===== config.mk =====
export PLATFORM = sky130hd
export DESIGN_NAME = seller_multi_flat
export DESIGN_NICKNAME = d
export VERILOG_FILES = /design/src/rtl/seller_pkg.sv /design/src/rtl/seller_multi_if.sv /design/src/rtl/seller_price_sel.sv /design/src/rtl/seller_multi.sv /design/src/flat_wrapper.sv
export SDC_FILE = /design/constraint.sdc
export NUM_CORES = 1
export LEC_CHECK = 0
export CAP_MARGIN = 25
export CORE_MARGIN = 2
export CORE_UTILIZATION = 50
export CTS_CLUSTER_DIAMETER = 50
export DETAILED_ROUTE_END_ITERATION = 8
export GPL_TIMING_DRIVEN = 0
export PLACE_DENSITY_LB_ADDON = 0.25
export SYNTH_ARGS = -nofsm -noshare
export SYNTH_HDL_FRONTEND = slang
export SYNTH_SLANG_ARGS = --single-unit
export TNS_END_PERCENT = 20

===== constraint.sdc =====
create_clock -name clk -period 6 [get_ports clk]
set_clock_uncertainty 0.15 [all_clocks]
set_input_delay 1.2 -clock clk [delete_from_list [all_inputs] [get_ports clk]]
set_output_delay 1.2 -clock clk [all_outputs]
set_load 0.01 [all_outputs]

===== src/rtl/seller_pkg.sv =====
// Shared types, coin unit constants and coin decoding for the multi-product seller.
package seller_pkg;

  typedef enum logic [1:0] {
    IDLE     = 2'd0,
    COLLECT  = 2'd1,
    DISPENSE = 2'd2
  } state_e;

  localparam logic [2:0] COIN_UNIT_HALF = 3'd1;
  localparam logic [2:0] COIN_UNIT_ONE  = 3'd2;
  localparam logic [2:0] COIN_UNIT_TWO  = 3'd4;

  typedef struct packed {
    logic       present;
    logic       legal;
    logic [2:0] units;
  } coin_dec_t;

  // A coin is legal only when exactly one denomination bit is set.
  function automatic coin_dec_t coin_decode(input logic [2:0] coin);
    coin_dec_t d;
    d.present = |coin;
    d.legal   = 1'b0;
    d.units   = 3'd0;
    case (coin)
      3'b001: begin d.legal = 1'b1; d.units = COIN_UNIT_HALF; end
      3'b010: begin d.legal = 1'b1; d.units = COIN_UNIT_ONE;  end
      3'b100: begin d.legal = 1'b1; d.units = COIN_UNIT_TWO;  end
      default: ;
    endcase
    return d;
  endfunction

endpackage


===== src/rtl/seller_multi_if.sv =====
// Customer-side bus of the seller: coin/select/cancel in, dispense/refund/credit out.
interface seller_multi_if #(
  parameter int CRED_W = 4
);
  logic [2:0]        coin;
  logic              sel_vld;
  logic [2:0]        sel;
  logic              cancel;
  logic              out_vld;
  logic [2:0]        out_prod;
  logic [CRED_W-1:0] change;
  logic              refund_vld;
  logic              coin_rej;
  logic [CRED_W-1:0] credit;

  modport master (
    output coin, sel_vld, sel, cancel,
    input  out_vld, out_prod, change, refund_vld, coin_rej, credit
  );

  modport slave (
    input  coin, sel_vld, sel, cancel,
    output out_vld, out_prod, change, refund_vld, coin_rej, credit
  );
endinterface


===== src/rtl/seller_price_sel.sv =====
// Combinational price lookup for the selected product plus range check of the index.
module seller_price_sel #(
  parameter int                        NPROD   = 2,
  parameter int                        PRICE_W = 4,
  parameter logic [NPROD*PRICE_W-1:0]  PRICES  = {4'd5, 4'd3}
) (
  input  logic [2:0]         sel,
  output logic [PRICE_W-1:0] price,
  output logic               in_range
);

  always_comb begin
    price    = '0;
    in_range = 1'b0;
    for (int i = 0; i < NPROD; i++) begin
      if (32'(sel) == i) begin
        price    = PRICES[i*PRICE_W +: PRICE_W];
        in_range = 1'b1;
      end
    end
  end

endmodule


===== src/rtl/seller_multi.sv =====
// Multi-product vending seller: accumulates coins, dispenses with change.
// Optional refund on cancel is enabled by defining SELLER_CANCEL_EN.
module seller_multi
  import seller_pkg::*;
#(
  parameter int                       NPROD   = 2,
  parameter int                       PRICE_W = 4,
  parameter logic [NPROD*PRICE_W-1:0] PRICES  = {4'd5, 4'd3},
  parameter int                       CRED_W  = 4
) (
  input  logic           clk,
  input  logic           rst,
  seller_multi_if.slave  bus
);

  localparam int                CMP_W      = (CRED_W > PRICE_W) ? CRED_W : PRICE_W;
  localparam logic [CRED_W-1:0] CREDIT_MAX = '1;

  state_e            state_q, state_d;
  logic [CRED_W-1:0] credit_q, credit_d;
  logic [CRED_W-1:0] change_q, change_d;
  logic [2:0]        out_prod_q, out_prod_d;
  logic              out_vld_q, out_vld_d;
  logic              refund_vld_q, refund_vld_d;
  logic              coin_rej_q, coin_rej_d;

  logic [PRICE_W-1:0] price;
  logic               in_range;
  logic               cancel_req;
  coin_dec_t          cdec;
  logic [CRED_W:0]    sum;
  logic               coin_ok;
  logic [CRED_W-1:0]  credit_eff;
  logic               afford;

  seller_price_sel #(
    .NPROD   (NPROD),
    .PRICE_W (PRICE_W),
    .PRICES  (PRICES)
  ) u_price_sel (
    .sel      (bus.sel),
    .price    (price),
    .in_range (in_range)
  );

`ifdef SELLER_CANCEL_EN
  assign cancel_req = bus.cancel;
`else
  logic unused_cancel;
  assign unused_cancel = bus.cancel;
  assign cancel_req    = 1'b0;
`endif

  always_comb begin
    state_d      = state_q;
    credit_d     = credit_q;
    change_d     = '0;
    out_prod_d   = '0;
    out_vld_d    = 1'b0;
    refund_vld_d = 1'b0;
    coin_rej_d   = 1'b0;

    // Selection is judged against credit that already includes a same-cycle coin.
    cdec       = coin_decode(bus.coin);
    sum        = {1'b0, credit_q} + (CRED_W+1)'(cdec.units);
    coin_ok    = cdec.present && cdec.legal && (sum <= {1'b0, CREDIT_MAX});
    credit_eff = coin_ok ? sum[CRED_W-1:0] : credit_q;
    afford     = CMP_W'(credit_eff) >= CMP_W'(price);

    case (state_q)
      DISPENSE: begin
        coin_rej_d = cdec.present;
        credit_d   = '0;
        state_d    = IDLE;
      end
      default: begin
        if (cancel_req) begin
          refund_vld_d = 1'b1;
          change_d     = credit_q;
          coin_rej_d   = cdec.present;
          credit_d     = '0;
          state_d      = IDLE;
        end else begin
          coin_rej_d = cdec.present && !coin_ok;
          if (bus.sel_vld && in_range && afford) begin
            out_vld_d  = 1'b1;
            out_prod_d = bus.sel;
            change_d   = credit_eff - CRED_W'(price);
            credit_d   = '0;
            state_d    = DISPENSE;
          end else begin
            credit_d = credit_eff;
            state_d  = (credit_eff != '0) ? COLLECT : IDLE;
          end
        end
      end
    endcase
  end

  always_ff @(posedge clk or negedge rst) begin
    if (!rst) begin
      state_q      <= IDLE;
      credit_q     <= '0;
      change_q     <= '0;
      out_prod_q   <= '0;
      out_vld_q    <= 1'b0;
      refund_vld_q <= 1'b0;
      coin_rej_q   <= 1'b0;
    end else begin
      state_q      <= state_d;
      credit_q     <= credit_d;
      change_q     <= change_d;
      out_prod_q   <= out_prod_d;
      out_vld_q    <= out_vld_d;
      refund_vld_q <= refund_vld_d;
      coin_rej_q   <= coin_rej_d;
    end
  end

  assign bus.credit     = credit_q;
  assign bus.change     = change_q;
  assign bus.out_prod   = out_prod_q;
  assign bus.out_vld    = out_vld_q;
  assign bus.refund_vld = refund_vld_q;
  assign bus.coin_rej   = coin_rej_q;

endmodule

===== src/flat_wrapper.sv =====
// flat-port wrapper written by rule: the top's interface ports become plain ports
module seller_multi_flat import seller_pkg::*;
#(
  parameter int                       NPROD   = 2,
  parameter int                       PRICE_W = 4,
  parameter logic [NPROD*PRICE_W-1:0] PRICES  = {4'd5, 4'd3},
  parameter int                       CRED_W  = 4
)
  (clk, rst, bus_coin, bus_sel_vld, bus_sel, bus_cancel, bus_out_vld, bus_out_prod, bus_change, bus_refund_vld, bus_coin_rej, bus_credit);
  seller_multi_if #(.CRED_W(CRED_W)) bus_i ();
  input  logic clk;
  input  logic rst;
  input wire logic [$bits(bus_i.coin)-1:0] bus_coin;
  input wire logic [$bits(bus_i.sel_vld)-1:0] bus_sel_vld;
  input wire logic [$bits(bus_i.sel)-1:0] bus_sel;
  input wire logic [$bits(bus_i.cancel)-1:0] bus_cancel;
  output wire logic [$bits(bus_i.out_vld)-1:0] bus_out_vld;
  output wire logic [$bits(bus_i.out_prod)-1:0] bus_out_prod;
  output wire logic [$bits(bus_i.change)-1:0] bus_change;
  output wire logic [$bits(bus_i.refund_vld)-1:0] bus_refund_vld;
  output wire logic [$bits(bus_i.coin_rej)-1:0] bus_coin_rej;
  output wire logic [$bits(bus_i.credit)-1:0] bus_credit;
  assign bus_i.coin = bus_coin;
  assign bus_i.sel_vld = bus_sel_vld;
  assign bus_i.sel = bus_sel;
  assign bus_i.cancel = bus_cancel;
  assign bus_out_vld = bus_i.out_vld;
  assign bus_out_prod = bus_i.out_prod;
  assign bus_change = bus_i.change;
  assign bus_refund_vld = bus_i.refund_vld;
  assign bus_coin_rej = bus_i.coin_rej;
  assign bus_credit = bus_i.credit;
  seller_multi #(.NPROD(NPROD), .PRICE_W(PRICE_W), .PRICES(PRICES), .CRED_W(CRED_W)) u_core (.clk(clk), .rst(rst), .bus(bus_i));
endmodule

Yosys cells after proc, flatten, opt, wreduce, memory -nomap -nowiden
Cells that the tools add are included.

storage, ports and cells
  output and inout bits = 14
  bits in latches = 0
  word-level logic and storage cells = 42
  flip-flop bits (word level) = 15
  ROM bits = 0
  memories kept = 0
  input bits = 10
  RAM bits = 0

cells by class
  $mul = 0
  mux-type cells = 18
  $lt $le $gt $ge = 2
  bitwise operators = 0
  equal/unequal tests = 5
  add/subtract/negate cells = 2
  shifts and indexed selects = 0
  div/mod/pow operators = 0
  reduce and logical (&&, ||, !) cells = 9

operator list
  cell                                                  count
  two-way mux 4 bit                                     6
  one-hot mux 4 bit (3 select lines)                    1
  == test 3 x 1 -> 1 bit (second input constant)        2
  two-way mux 1 bit                                     6
  two-way mux 2 bit                                     3
  two-way mux 3 bit                                     2
  adder 4 x 3 -> 5 bit                                  1
  <= comparator 5 x 4 -> 1 bit (second input constant)  1
  logical AND 1 bit                                     5
  greater-or-equal comparator 4 bit                     1
  nonzero test 4 bit                                    1
  subtractor 4 bit                                      1
  == test 3 x 2 -> 1 bit (second input constant)        1
  == test 3 bit (second input constant)                 1
  logical NOT 3 bit                                     1
  OR reduction 3 bit                                    1
  == test 2 bit (second input constant)                 1
  logical NOT 1 bit                                     1

Depth between registers and ports, before layout
  depth in word-level cells = 10
  depth in mapped cells = 16
  depth with buffers taken out = 15

Hierarchy
From an unflattened synthesis, not the netlist that was laid out.

unflattened totals
  cells, all modules = 84
  area total of the unflattened synthesis = 882.1 um^2

by module, submodules not included
  module            cells an instance  area each (um^2)  seq. area each (um^2)  times used
  seller_multi      78                 837.1             350.3                  1
  seller_price_sel  6                  45.0              0.0                    1

Least setup slack after synthesis
Ideal clock, no wire load.

  path kind = in2reg
  start point = in bus_coin[0]
  end point = reg u_core.change_q[1], in the netlist u_core.bus.change[1]
  library setup time = 0.120 ns
  cell stages on the path = 14
  data arrival time = 4.135 ns
  required time = 5.730 ns
  slack = 1.595 ns
  buffers on the path = 1
  cell sequence = inv_1 -> nor3_1 -> ha_1 -> fa_1 -> a21o_1 -> a21o_1 -> mux2_1 -> fa_1 -> a21o_1 -> a21oi_1 -> nor2_1 -> or3_1 -> buf_6 -> and3_1

on the way
  word-level cells in the longest chain between the ends = 10
  elaborated cells between the ends (all ways) = 15
  classes of those cells = add/sub (2); order compare (2); eq/ne (3); mux (4); reduce/logical (4)

RTL lines
  item                                   RTL line             source
  from (decl)                            flat_wrapper.sv:13   input wire logic [$bits(bus_i.coin)-1:0] bus_coin;
  == test 3 bit (tied with other cells)  seller_pkg.sv:26     case (coin)
  one-hot mux 4 bit (3 select lines)     seller_pkg.sv:26
  adder 4 x 3 -> 5 bit                   seller_multi.sv:65   sum = {1'b0, credit_q} + (CRED_W+1)'(cdec.units);
  <= comparator 5 x 4 -> 1 bit           seller_multi.sv:66   coin_ok = cdec.present && cdec.legal && (sum <= {1'b0, CREDIT_MAX});
  logical AND 1 bit                      seller_multi.sv:66
  two-way mux 4 bit *                    seller_multi.sv:67   credit_eff = coin_ok ? sum[CRED_W-1:0] : credit_q;
  greater-or-equal comparator 4 bit      seller_multi.sv:68   afford = CMP_W'(credit_eff) >= CMP_W'(price);
  logical AND 1 bit                      seller_multi.sv:85   if (bus.sel_vld && in_range && afford) begin
  two-way mux 4 bit *                    seller_multi.sv:85
  two-way mux 4 bit *                    seller_multi.sv:70   case (state_q)
  via u_core.change_d[1]                 seller_multi.sv:21   logic [CRED_W-1:0] change_q, change_d;
  to (signal assigned)                   seller_multi.sv:112  change_q <= change_d;
  to (decl)                              seller_multi.sv:21

The timed path passes the listed nets; every way through them passes the cells marked *.

Worst setup path in the final report
Ends and elaborated chain as after synthesis.

==> impl_metrics.env <==
export IMPL_final_common_cell="clkdlybuf4s50_1"
export IMPL_fp_dieW_um=46.0
export IMPL_synth_seq_cells=14
export IMPL_avgSynthCellArea_sq_um=10.8
export IMPL_min_path_cells=2
export IMPL_crit_fanout=9
export IMPL_ys_types=33
export IMPL_fp_row_count=15
export IMPL_yosysSeqAreaShare_pct=39.7
export IMPL_crit_path_end_kind="flip-flop"
export IMPL_layout_drive_gt1_share_pct=12.8
export IMPL_drtIter0Drc=9
export IMPL_cts_clk_slew_worst_paths_ns=0.09
export IMPL_drc_errors=0
export IMPL_ys_warn_count=0
export IMPL_post_drt_wl_per_cell_um=12.6
export IMPL_place_ws_ns=0.776
export IMPL_h_tree_depth=1
export IMPL_port_buffers=21
export IMPL_fin_crit_sh_pct=82.0
export IMPL_design_die_area_sq_mm=0.00212
export IMPL_async_reset_ff_share_pct=100
export IMPL_slew_headroom_pct=57.7
export IMPL_critPathKind="in2reg"
export IMPL_cp_required_ns=6.02
export IMPL_ios=24
export IMPL_grt_max_degree=15
export IMPL_maxCapViolCount=0
export IMPL_gr_usage_all_layers_pct=17.1
export IMPL_r2r_cells=14
export IMPL_yosysTopAreaCell="dfrtp_1"
export IMPL_die_h_um=46.0
export IMPL_antenna_found_initial=0
export IMPL_hold_end="u_core.bus.credit[2]"
export IMPL_n_fill_cell=134
export IMPL_ir_drop_v=0.000166
export IMPL_ys_flop_type="dfrtp_1"
export IMPL_ctsHoldBuffers=0
export IMPL_synthTopCellsByArea="dfrtp_1 40%, ha_1 8.5%, fa_1 4.5%, a21o_1 4.2%, nor3b_2 4.2%"
export IMPL_vias=687
export IMPL_final_setup_tns_ns=0
export IMPL_grt_pass1_vias=592
export IMPL_post_cts_setup_buffers=0
export IMPL_fin_nets=128
export IMPL_syn_area_sq_um=883
export IMPL_gp_congestion=0.788
export IMPL_leakage_nw=0.571
export IMPL_final_min_clock_period_ns=4.92
export IMPL_area_growth_pct=31.2
export IMPL_status="finished, final reports clean"
export IMPL_setup_viol=0
export IMPL_initial_utilization_pct=52.3
export IMPL_synth_top_area_share_pct=39.7
export IMPL_cts_tree="yes"
export IMPL_clockRootBuffer="clkbuf_4"
export IMPL_rr_startpoint="u_core.bus.credit[0]"
export IMPL_postRouteAntennaNets=0
export IMPL_syn_inst=82
export IMPL_hold_viol_final=0
export IMPL_grt_overflow=0
export IMPL_grt_pass1_wl_um=2500
export IMPL_viasPerCell=5.45
export IMPL_fmax_mhz=203
export IMPL_min_path_type="reg2reg"
export IMPL_r2r_end="u_core.bus.change[1]"
export IMPL_clkSinkCount=14
export IMPL_arrival_ns=4.94
export IMPL_insertion_delay_ns=0.28
export IMPL_hp_start="u_core.state_q[0]"
export IMPL_synth_edff_count=0
export IMPL_ff2ff_setup_slack_ns=2.23
export IMPL_cts_buffer_depth=2
export IMPL_rsz0062_at_grt="no"
export IMPL_wl_um=1590
export IMPL_first_pass_iters=4
export IMPL_power_density_mw_per_mm2=330
export IMPL_slew_viol_final=0
export IMPL_hpwlAfterDp_um=1290
export IMPL_startpoint_type="input pin"
export IMPL_worst_slack_ns=1.08
export IMPL_post_cts_resized=0
export IMPL_worstMarginPinSlew_ns=0.633
export IMPL_core_sq_mm=0.00169
export IMPL_antenna_cells=0
export IMPL_layout_common_cells="21 x clkdlybuf4s50_1, 14 x dfrtp_1, 7 x nor3_1"
export IMPL_cts_buffers=3
critical path, cell delays in order:
cell             delay [ns]
clkdlybuf4s50_1        0.50
inv_1                  0.11
nor3_1                 0.06
ha_1                   0.21
fa_1                   0.42
a21o_1                 0.19
a21o_1                 0.23
mux2i_1                0.25
ha_1                   0.21
inv_2                  0.05
fa_1                   0.39
a21o_1                 0.16
a21oi_1                0.20
nor2_1                 0.05
or3_1                  0.38
buf_6                  0.15
and3_1                 0.17
how the worst max path moves through the flow:
stage                            from                   end  slack [ns]  depth (start not counted)
after floorplan           bus_coin[0]  u_core.bus.change[1]        1.59                         14
after global placement    bus_coin[0]  u_core.bus.change[1]        0.85                         17
after detailed placement  bus_coin[0]  u_core.bus.change[1]        0.78                         17
after CTS                 bus_coin[0]  u_core.bus.change[1]        1.08                         17
after global routing      bus_coin[0]     u_core.state_q[0]        0.86                         17
final                     bus_coin[0]  u_core.bus.change[1]        1.08                         17
sequential cells by signal (all words and copies together) (netlist names):
| name | count |
|---|---|
| u_core.bus.out_prod | 3 |
| u_core.bus.credit | 4 |
| u_core.bus.out_vld | 1 |
| u_core.bus.coin_rej | 1 |
| u_core.bus.change | 4 |
| u_core.state_q | 1 |
metal layers:
metal | GRT usage (%) | vias up | share of wire, % | wire, um
met4 | 8.57 | 0 | 0 | 0
met3 | 4.76 | 0 | 3.4 | 54
met5 | 0 | - | 0 | 0
li1 | - | 349 | - | -
met1 | 22.0 | 323 | 48 | 756
met2 | 26.1 | 15 | 49 | 777
final cells by class:
type,instances,area [sq um],share of cell area (%)
buffer,2,18.8,1.62
clock buffer,4,36.3,3.13
inverter,4,15.0,1.30
multi-input combinational,64,507,43.7
sequential,14,350,30.2
tap,17,21.3,1.84
timing repair buffer,21,210,18.1
cell families after synthesis:
kind of cell / Yosys count / synth area share [%]
multiplexers: 4 / 4.96
flip-flops: 14 / 39.7
AO/OA/AOI/OAI: 16 / 14.0
XOR/XNOR: 3 / 2.98
adder cells (fa/ha/maj): 9 / 14.2
AND/OR/NAND/NOR: 29 / 20.0
other: 1 / 0.425
buffers and inverters: 6 / 3.82
stage by stage:
stage               std cells  hold WS (ns)  cell area [sq um]  utilization (%)  total power, mW
floorplan                  84         0.435                891                -            0.253
global placement          122         0.481               1120             66.4            0.314
detailed placement        122         0.503               1120             66.4            0.320
CTS                       126         0.526               1160             68.6            0.388
global route              126         0.555               1160             68.6            0.413
finish                    126         0.523               1160             68.6            0.383
Yosys cell counts (2+ instances only):
| cell type | n |
|---|---|
| dfrtp_1 | 14 |
| nor3_1 | 7 |
| ha_1 | 6 |
| a21o_1 | 5 |
| a21oi_1 | 4 |
| nor2_1 | 4 |
| and3_1 | 3 |
| inv_1 | 3 |
| nand2_1 | 3 |
| nor3b_2 | 3 |
| xor2_1 | 3 |
| and2_1 | 2 |
| fa_1 | 2 |
| mux2_1 | 2 |
| o311a_1 | 2 |
| or3_1 | 2 |
where the power goes:
group / internal, mW / switching [mW]
Clock: 0.0369 / 0.0302
Sequential: 0.116 / 0.0163
Combinational: 0.101 / 0.0823
Total: 0.254 / 0.129
Note: power is estimated with default switching activity, not from simulation.
